--- src/rtl/led_blink_multi.sv ---
// rtl/led_blink_multi.sv - multi-channel LED driver with OFF/ON/BLINK/PWM modes per channel
// Define LED_BREATHE_EN to make mode 3 a triangle-ramp breathe instead of fixed-duty PWM.
module led_blink_multi #(
  parameter  int N_CH   = 4,
  parameter  int DIV_W  = 24,
  parameter  int DUTY_W = 8,
  localparam int CH_W   = (N_CH > 1) ? $clog2(N_CH) : 1
) (
  input  logic              clk,
  input  logic              rst_n,
  input  logic              cfg_we,
  input  logic [CH_W-1:0]   cfg_ch,
  input  logic [1:0]        cfg_mode,
  input  logic [DIV_W-1:0]  cfg_half,
  input  logic [DUTY_W-1:0] cfg_duty,
  output logic [N_CH-1:0]   led
);

  typedef enum logic [1:0] {
    MODE_OFF   = 2'd0,
    MODE_ON    = 2'd1,
    MODE_BLINK = 2'd2,
    MODE_PWM   = 2'd3
  } mode_e;

  logic [DUTY_W-1:0] r_pwm_cnt;

  always_ff @(posedge clk or negedge rst_n) begin
    if (!rst_n) r_pwm_cnt <= '0;
    else        r_pwm_cnt <= r_pwm_cnt + DUTY_W'(1);
  end

  for (genvar g = 0; g < N_CH; g++) begin : g_ch
    mode_e             r_mode;
    logic [DIV_W-1:0]  r_half;
    logic [DIV_W-1:0]  r_div_cnt;
    logic [DUTY_W-1:0] r_duty_cur;
    logic              r_phase;
    logic              r_led;
    logic              w_wr;
    logic              w_div_on;
    logic              w_step;
    logic              w_led_nxt;
`ifdef LED_BREATHE_EN
    logic              r_dir_up;
`endif

    // Equality with an in-range index also rejects any cfg_ch >= N_CH.
    assign w_wr     = cfg_we && (cfg_ch == CH_W'(g));
    assign w_div_on = (r_mode == MODE_BLINK) || (r_mode == MODE_PWM);
    assign w_step   = w_div_on && (r_div_cnt == r_half);

    always_comb begin
      w_led_nxt = 1'b0;
      case (r_mode)
        MODE_OFF:   w_led_nxt = 1'b0;
        MODE_ON:    w_led_nxt = 1'b1;
        MODE_BLINK: w_led_nxt = r_phase;
        MODE_PWM:   w_led_nxt = (r_pwm_cnt < r_duty_cur);
        default:    w_led_nxt = 1'b0;
      endcase
    end

    always_ff @(posedge clk or negedge rst_n) begin
      if (!rst_n) begin
        r_mode     <= MODE_OFF;
        r_half     <= '0;
        r_div_cnt  <= '0;
        r_duty_cur <= '0;
        r_phase    <= 1'b0;
        r_led      <= 1'b0;
`ifdef LED_BREATHE_EN
        r_dir_up   <= 1'b1;
`endif
      end else begin
        r_led <= w_led_nxt;
        if (w_wr) begin
          r_mode     <= mode_e'(cfg_mode);
          r_half     <= cfg_half;
          r_duty_cur <= cfg_duty;
          r_div_cnt  <= '0;
          r_phase    <= 1'b0;
`ifdef LED_BREATHE_EN
          r_dir_up   <= 1'b1;
`endif
        end else if (w_div_on) begin
          r_div_cnt <= w_step ? '0 : r_div_cnt + DIV_W'(1);
          if (w_step && (r_mode == MODE_BLINK)) r_phase <= ~r_phase;
`ifdef LED_BREATHE_EN
          // Ramp endpoints are visited once each, then the direction flips.
          if (w_step && (r_mode == MODE_PWM)) begin
            if (r_dir_up) begin
              if (r_duty_cur == '1) begin
                r_duty_cur <= r_duty_cur - DUTY_W'(1);
                r_dir_up   <= 1'b0;
              end else begin
                r_duty_cur <= r_duty_cur + DUTY_W'(1);
              end
            end else begin
              if (r_duty_cur == '0) begin
                r_duty_cur <= DUTY_W'(1);
                r_dir_up   <= 1'b1;
              end else begin
                r_duty_cur <= r_duty_cur - DUTY_W'(1);
              end
            end
          end
`endif
        end else begin
          r_div_cnt <= '0;
          r_phase   <= 1'b0;
        end
      end
    end

    assign led[g] = r_led;
  end

endmodule

--- config.mk ---
export PLATFORM = sky130hd
export DESIGN_NAME = led_blink_multi
export DESIGN_NICKNAME = d
export VERILOG_FILES = /design/src/rtl/led_blink_multi.sv
export SDC_FILE = /design/constraint.sdc
export NUM_CORES = 1
export LEC_CHECK = 0
export ABC_AREA = 1
export CORE_MARGIN = 2
export CORE_UTILIZATION = 40
export DETAILED_ROUTE_END_ITERATION = 8
export PLACE_DENSITY_LB_ADDON = 0.05
export REMOVE_ABC_BUFFERS = 1
export SLEW_MARGIN = 15
export SYNTH_ARGS = -nofsm -noshare
export SYNTH_HDL_FRONTEND = slang
export SYNTH_SLANG_ARGS = --single-unit
--- constraint.sdc ---
create_clock -name clk -period 3.9 [get_ports clk]
set_input_delay 1.17 -clock clk [delete_from_list [all_inputs] [get_ports clk]]
set_output_delay 1.17 -clock clk [all_outputs]
set_load 0.01 [all_outputs]
======== Yosys cells after proc, flatten, opt, wreduce, memory -nomap -nowiden ========
Index checks and enable logic that the tools add are counted.
operators by class
  add/subtract/negate cells ............... 5
  reduce and logical (&&, ||, !) cells .... 21
  mux-type cells .......................... 28
  bitwise operators ....................... 4
  magnitude comparators ................... 4
  equal/unequal tests ..................... 23
operators by type and width
  cell                                                                     number
  24-bit 2-to-1 mux                                                        12
  24-bit by 1-bit adder with 24-bit output, second input constant          4
  24-bit equality test                                                     4
  8-bit < comparator                                                       4
  2-bit equality test, second input constant                               10
  1-bit one-hot mux with 4 select lines                                    4
  1-bit logical AND                                                        12
  1-bit 2-to-1 mux                                                         12
  3-bit by 2-bit inequality test with 1-bit output, second input constant  4
  2-bit by 1-bit equality test with 1-bit output, second input constant    5
  2-bit zero test                                                          5
  8-bit by 1-bit adder with 8-bit output, second input constant            1
  1-bit logical OR                                                         4
  1-bit NOT                                                                4
word-level totals
  logic and storage cells ................. 110
  output and inout port bits .............. 4
  register bits after elaboration ......... 248
  input bits .............................. 39

======== Logic depth before layout (Yosys ltp) ========
  depth in word-level cells ............... 7
  gate-level depth with buffers ........... 11
  mapped depth without buffers ............ 10

======== Worst setup path after synthesis ========
Ideal clock, no wire load.
  path type ............................... input port to flip-flop
  from .................................... in cfg_ch[0]
  to ...................................... reg g_ch[3].r_duty_cur[5]
  slack ................................... 1.836 ns
  setup time .............................. 0.083 ns
  buffers on the path ..................... 2
  data required time ...................... 3.817 ns
  cell stages on the path ................. 5
  data arrival time ....................... 1.981 ns
  path through ............................ nand3_1 > clkbuf_1 > clkbuf_1 > nand2_1 > o21ai_0
on the way
  word-level cells in the longest chain between the ends .. 2
ends and longest elaborated chain
  element               RTL line  RTL
  from (decl)           12        input logic [CH_W-1:0] cfg_ch,
  2-bit equality test   49        assign w_wr = cfg_we && (cfg_ch == CH_W'(g));
  1-bit logical AND     49
  to (signal assigned)  80        r_duty_cur <= cfg_duty;
  to (decl)             37        logic [DUTY_W-1:0] r_duty_cur;
Every way passes these cells.
A chain may end at the register's enable or synchronous reset.

======== Worst setup path in the final report ========
  from .................................... in cfg_ch[1]
  to ...................................... reg g_ch[1].r_div_cnt[5]
on the way
  word-level cells in the longest chain between the ends .. 3
ends and longest elaborated chain
  element                                         RTL line  RTL
  2-bit by 1-bit equality test with 1-bit output  49
  1-bit logical AND                               49
  24-bit 2-to-1 mux                               77        if (w_wr) begin
  to (signal assigned)                            87        r_div_cnt <= w_step ? '0 : r_div_cnt + DIV_W'(1);
  to (decl)                                       36        logic [DIV_W-1:0] r_div_cnt;
Every way passes these cells.

==> impl_metrics.toml <==
[outcome]
outcome = "finished, final reports clean"

[routing]
drcViolationCount = 0
viasPerCell = 4.85
vias = 11600
ant_nets = 0
drt-initial-drc-count = 712
dr.pass1.iters = 6
wl_um = 36700
post_drt_wl_per_cell_um = 15.3

[floorplan]
dieWidth_um = 189
rows = 67
initial_core_util = 0.407
io_pins = 43
die_h_um = 189
dieArea_um2 = 35600
core_area_um2 = 33500

[placed_design]
portBuffers = 42
dpl.cell_count = 2345
hpwl_um = 27000
gp_congestion = 0.846

[setup_path]
timing.critical_path.slowest_stage_cell = "nor2_1"
critPathMaxStageDelay_ns = 0.79
cp.required_ns = 4.36
endpoint_kind = "flop"
worstPathCellList = "clkdlybuf4s50_1, nor3_4, nor2_1, nand2_2, nor3_1"
cp-start-kind = "input port"
cp_max_fo = 13
critical_path_class = "input port to flop"
worstPathArrival_ns = 3.34

[timing]
hold_violations = 0
finalClockSkew_ns = 0.00928
finalCriticalPeriod_ns = 2.88
slew_headroom = 0.317
max_freq_mhz = 347
period_share = 0.738
fin_setup_tns_ns = 0
grt_setup_unrepaired = "false"
slew_viol_final = 0
setup_viol = 0
worst_slew_pin_slew_ns = 1.02

[clock_tree]
ctsLongestPathBuffers = 3
cts-resized-gates = 0
cts_buffers = 30
htree_levels = 1
cts_sinks = 248
clk-insertion-delay-late_ns = 0.56
cts.clk_slew.worst_paths_ns = 0.05
postCtsHoldBufs = 0
cts_setup_buffers = 0
cts-root-buf = "clkbuf_16"
cts_tree = "yes"

[layout]
area_growth_pct = 14.1
nets = 2001
fillers = 3482
antenna_cells = 0
drive_gt1_frac = 0.0590
instances_no_fill = 2397

[yosys]
synth_seq_cells = 248
synth_area_um2 = 13600
synth-seq-area-share = 0.455
synth_ff_type = "dfrtp_1"
avgSynthCellArea_um2 = 7.22
synth_area_leader_cell = "dfrtp_1"
synthCells = 1889
synth_enable_flop_cells = 0
synth_area_leaders = "dfrtp_1 46%, nand2_1 15%, inv_1 8.3%"
yosysWarnings = 0
async_flop_share = 1.00
yosysUniqueCellTypes = 37
synth.top_cell.area_share = 0.455

[flow_run]
drv_cap = 0

[power_and_ir_drop]
cellPowerDensity_nw_per_um2 = 439
leakagePower_nw = 7.69
ir_worst_vdd_v = 0.000353

[global_route]
grt_max_degree = 77
grt_pass1_vias = 11000
antenna_found_initial = 2
grt_pass1_wl_um = 60000
grt-ovfl-total = 0
track_usage = 0.212

[worst_hold_path]
hold_path.class = "flop to flop"
-- final cells by class --
cell class	count	area (um2)	area share
clock buffers	45	938	0.0603
clock inverters	7	85.1	0.00547
repair buffers	52	538	0.0346
inverters	312	1170	0.0753
flip-flops and latches	248	6210	0.399
multi-input cells	1285	6060	0.389
well taps	448	561	0.0360
-- kinds of logic (layout without fill, tap and decap cells) --
kind of cell / count (synthesis) / in the layout / synth area share
and+or+nand+nor: 1029 / 1029 / 0.320
adders and majority gates: 33 / 33 / 0.0303
buffers and inverters: 356 / 416 / 0.102
AOI/OAI and AO/OA: 193 / 193 / 0.0737
xor gates and xnor gates: 30 / 30 / 0.0193
DFF: 248 / 248 / 0.455
-- metrics by stage --
stage | setup slack (ns) | hold slack (ns) | instance area, um2 | power (W) | utilization
global placement | 0.501 | 0.468 | 14500 | 0.00400 | 0.433
detailed placement | 0.423 | 0.473 | 14500 | 0.00402 | 0.433
global route | 0.857 | 0.507 | 15600 | 0.00723 | 0.464
floorplan | 0.146 | 0.453 | 13400 | 0.00362 | -
finish | 1.02 | 0.483 | 15600 | 0.00683 | 0.464
CTS | 1.00 | 0.487 | 15600 | 0.00694 | 0.464
-- layer usage --
metal / part of all wire / GRT usage
met3: 0.046 / 0.0257
met1: 0.47 / 0.304
met4: 0.023 / 0.0475
met5: 0 / 0
met2: 0.46 / 0.345
-- where the power goes --
| part | internal [W] | switching (W) |
|---|---|---|
| Sequential | 0.00283 | 0.000187 |
| Combinational | 0.000355 | 0.000587 |
| Clock | 0.00177 | 0.00110 |
-- sequential cells by signal, summed over array words and instances, names as in the netlist --
register	cells
g_ch.r_div_cnt	96
g_ch.r_half	96
g_ch.r_duty_cur	32
g_ch.r_mode	8
r_pwm_cnt	8
g_ch.r_led	4
g_ch.r_phase	4
-- synth_stat cells (10+ instances only) --
cell type,count
inv_2,10
nor2_2,13
nand3_1,87
nor2_1,261
a21oi_1,23
buf_2,12
ha_1,33
xor2_1,24
nand2_1,558
inv_1,302
dfrtp_1,248
o21ai_0,151
nor3_1,43
clkbuf_1,22
nand4_1,27
-- worst max-delay path: cells and delay by family --
family                 cells  cell delay, ns
and+or+nand+nor            4            1.52
buffers and inverters      1            0.64
-- placed cells by master (no fill, tap or decap), types with 2 or more instances in the layout --
cell type        count
nand3_1             85
xor2_1              24
xnor2_1              6
clkbuf_16           31
nand3b_1             4
nand2_2              8
a21oi_1             23
nand4_1             27
o21bai_1             2
inv_1              302
nor3_2               3
clkbuf_8            11
clkbuf_1             3
nor3_1              43
nor3_4               7
nor2_4               3
nand4_2              3
nor2_2              13
clkdlybuf4s50_1     41
nand3_2              8
bufinv_16            2
o31ai_1              3
buf_4                7
a211oi_1             4
a31oi_1              4
o21ai_0            151
ha_1                33
inv_2               10
nand2_1            558
nor4_1               5
o21ai_1              2
clkinv_2             5
nor2_1             261
buf_12               3
dfrtp_1            248
-- path summary, 6_finish.rpt --
kind                            slack, ns                               from  depth (start not counted)                                end
worst max-delay path                 1.02                          cfg_ch[1]                          5     g_ch[1].r_div_cnt[5]$_DFF_PN0_
worst min-delay path                 0.48  g_ch[2].r_duty_cur[1]$_DFFE_PN0P_                          2  g_ch[2].r_duty_cur[1]$_DFFE_PN0P_
worst max register to register       1.65    g_ch[0].r_div_cnt[11]$_DFF_PN0_                          9     g_ch[0].r_div_cnt[4]$_DFF_PN0_
worst min register to register       0.48  g_ch[2].r_duty_cur[1]$_DFFE_PN0P_                          2  g_ch[2].r_duty_cur[1]$_DFFE_PN0P_
max in group asynchronous            2.53                              rst_n                          2     g_ch[0].r_half[16]$_DFFE_PN0P_
min in group asynchronous            0.53                              rst_n                          1     g_ch[3].r_half[18]$_DFFE_PN0P_
No activity file was read; power rests on OpenSTA's default activity.
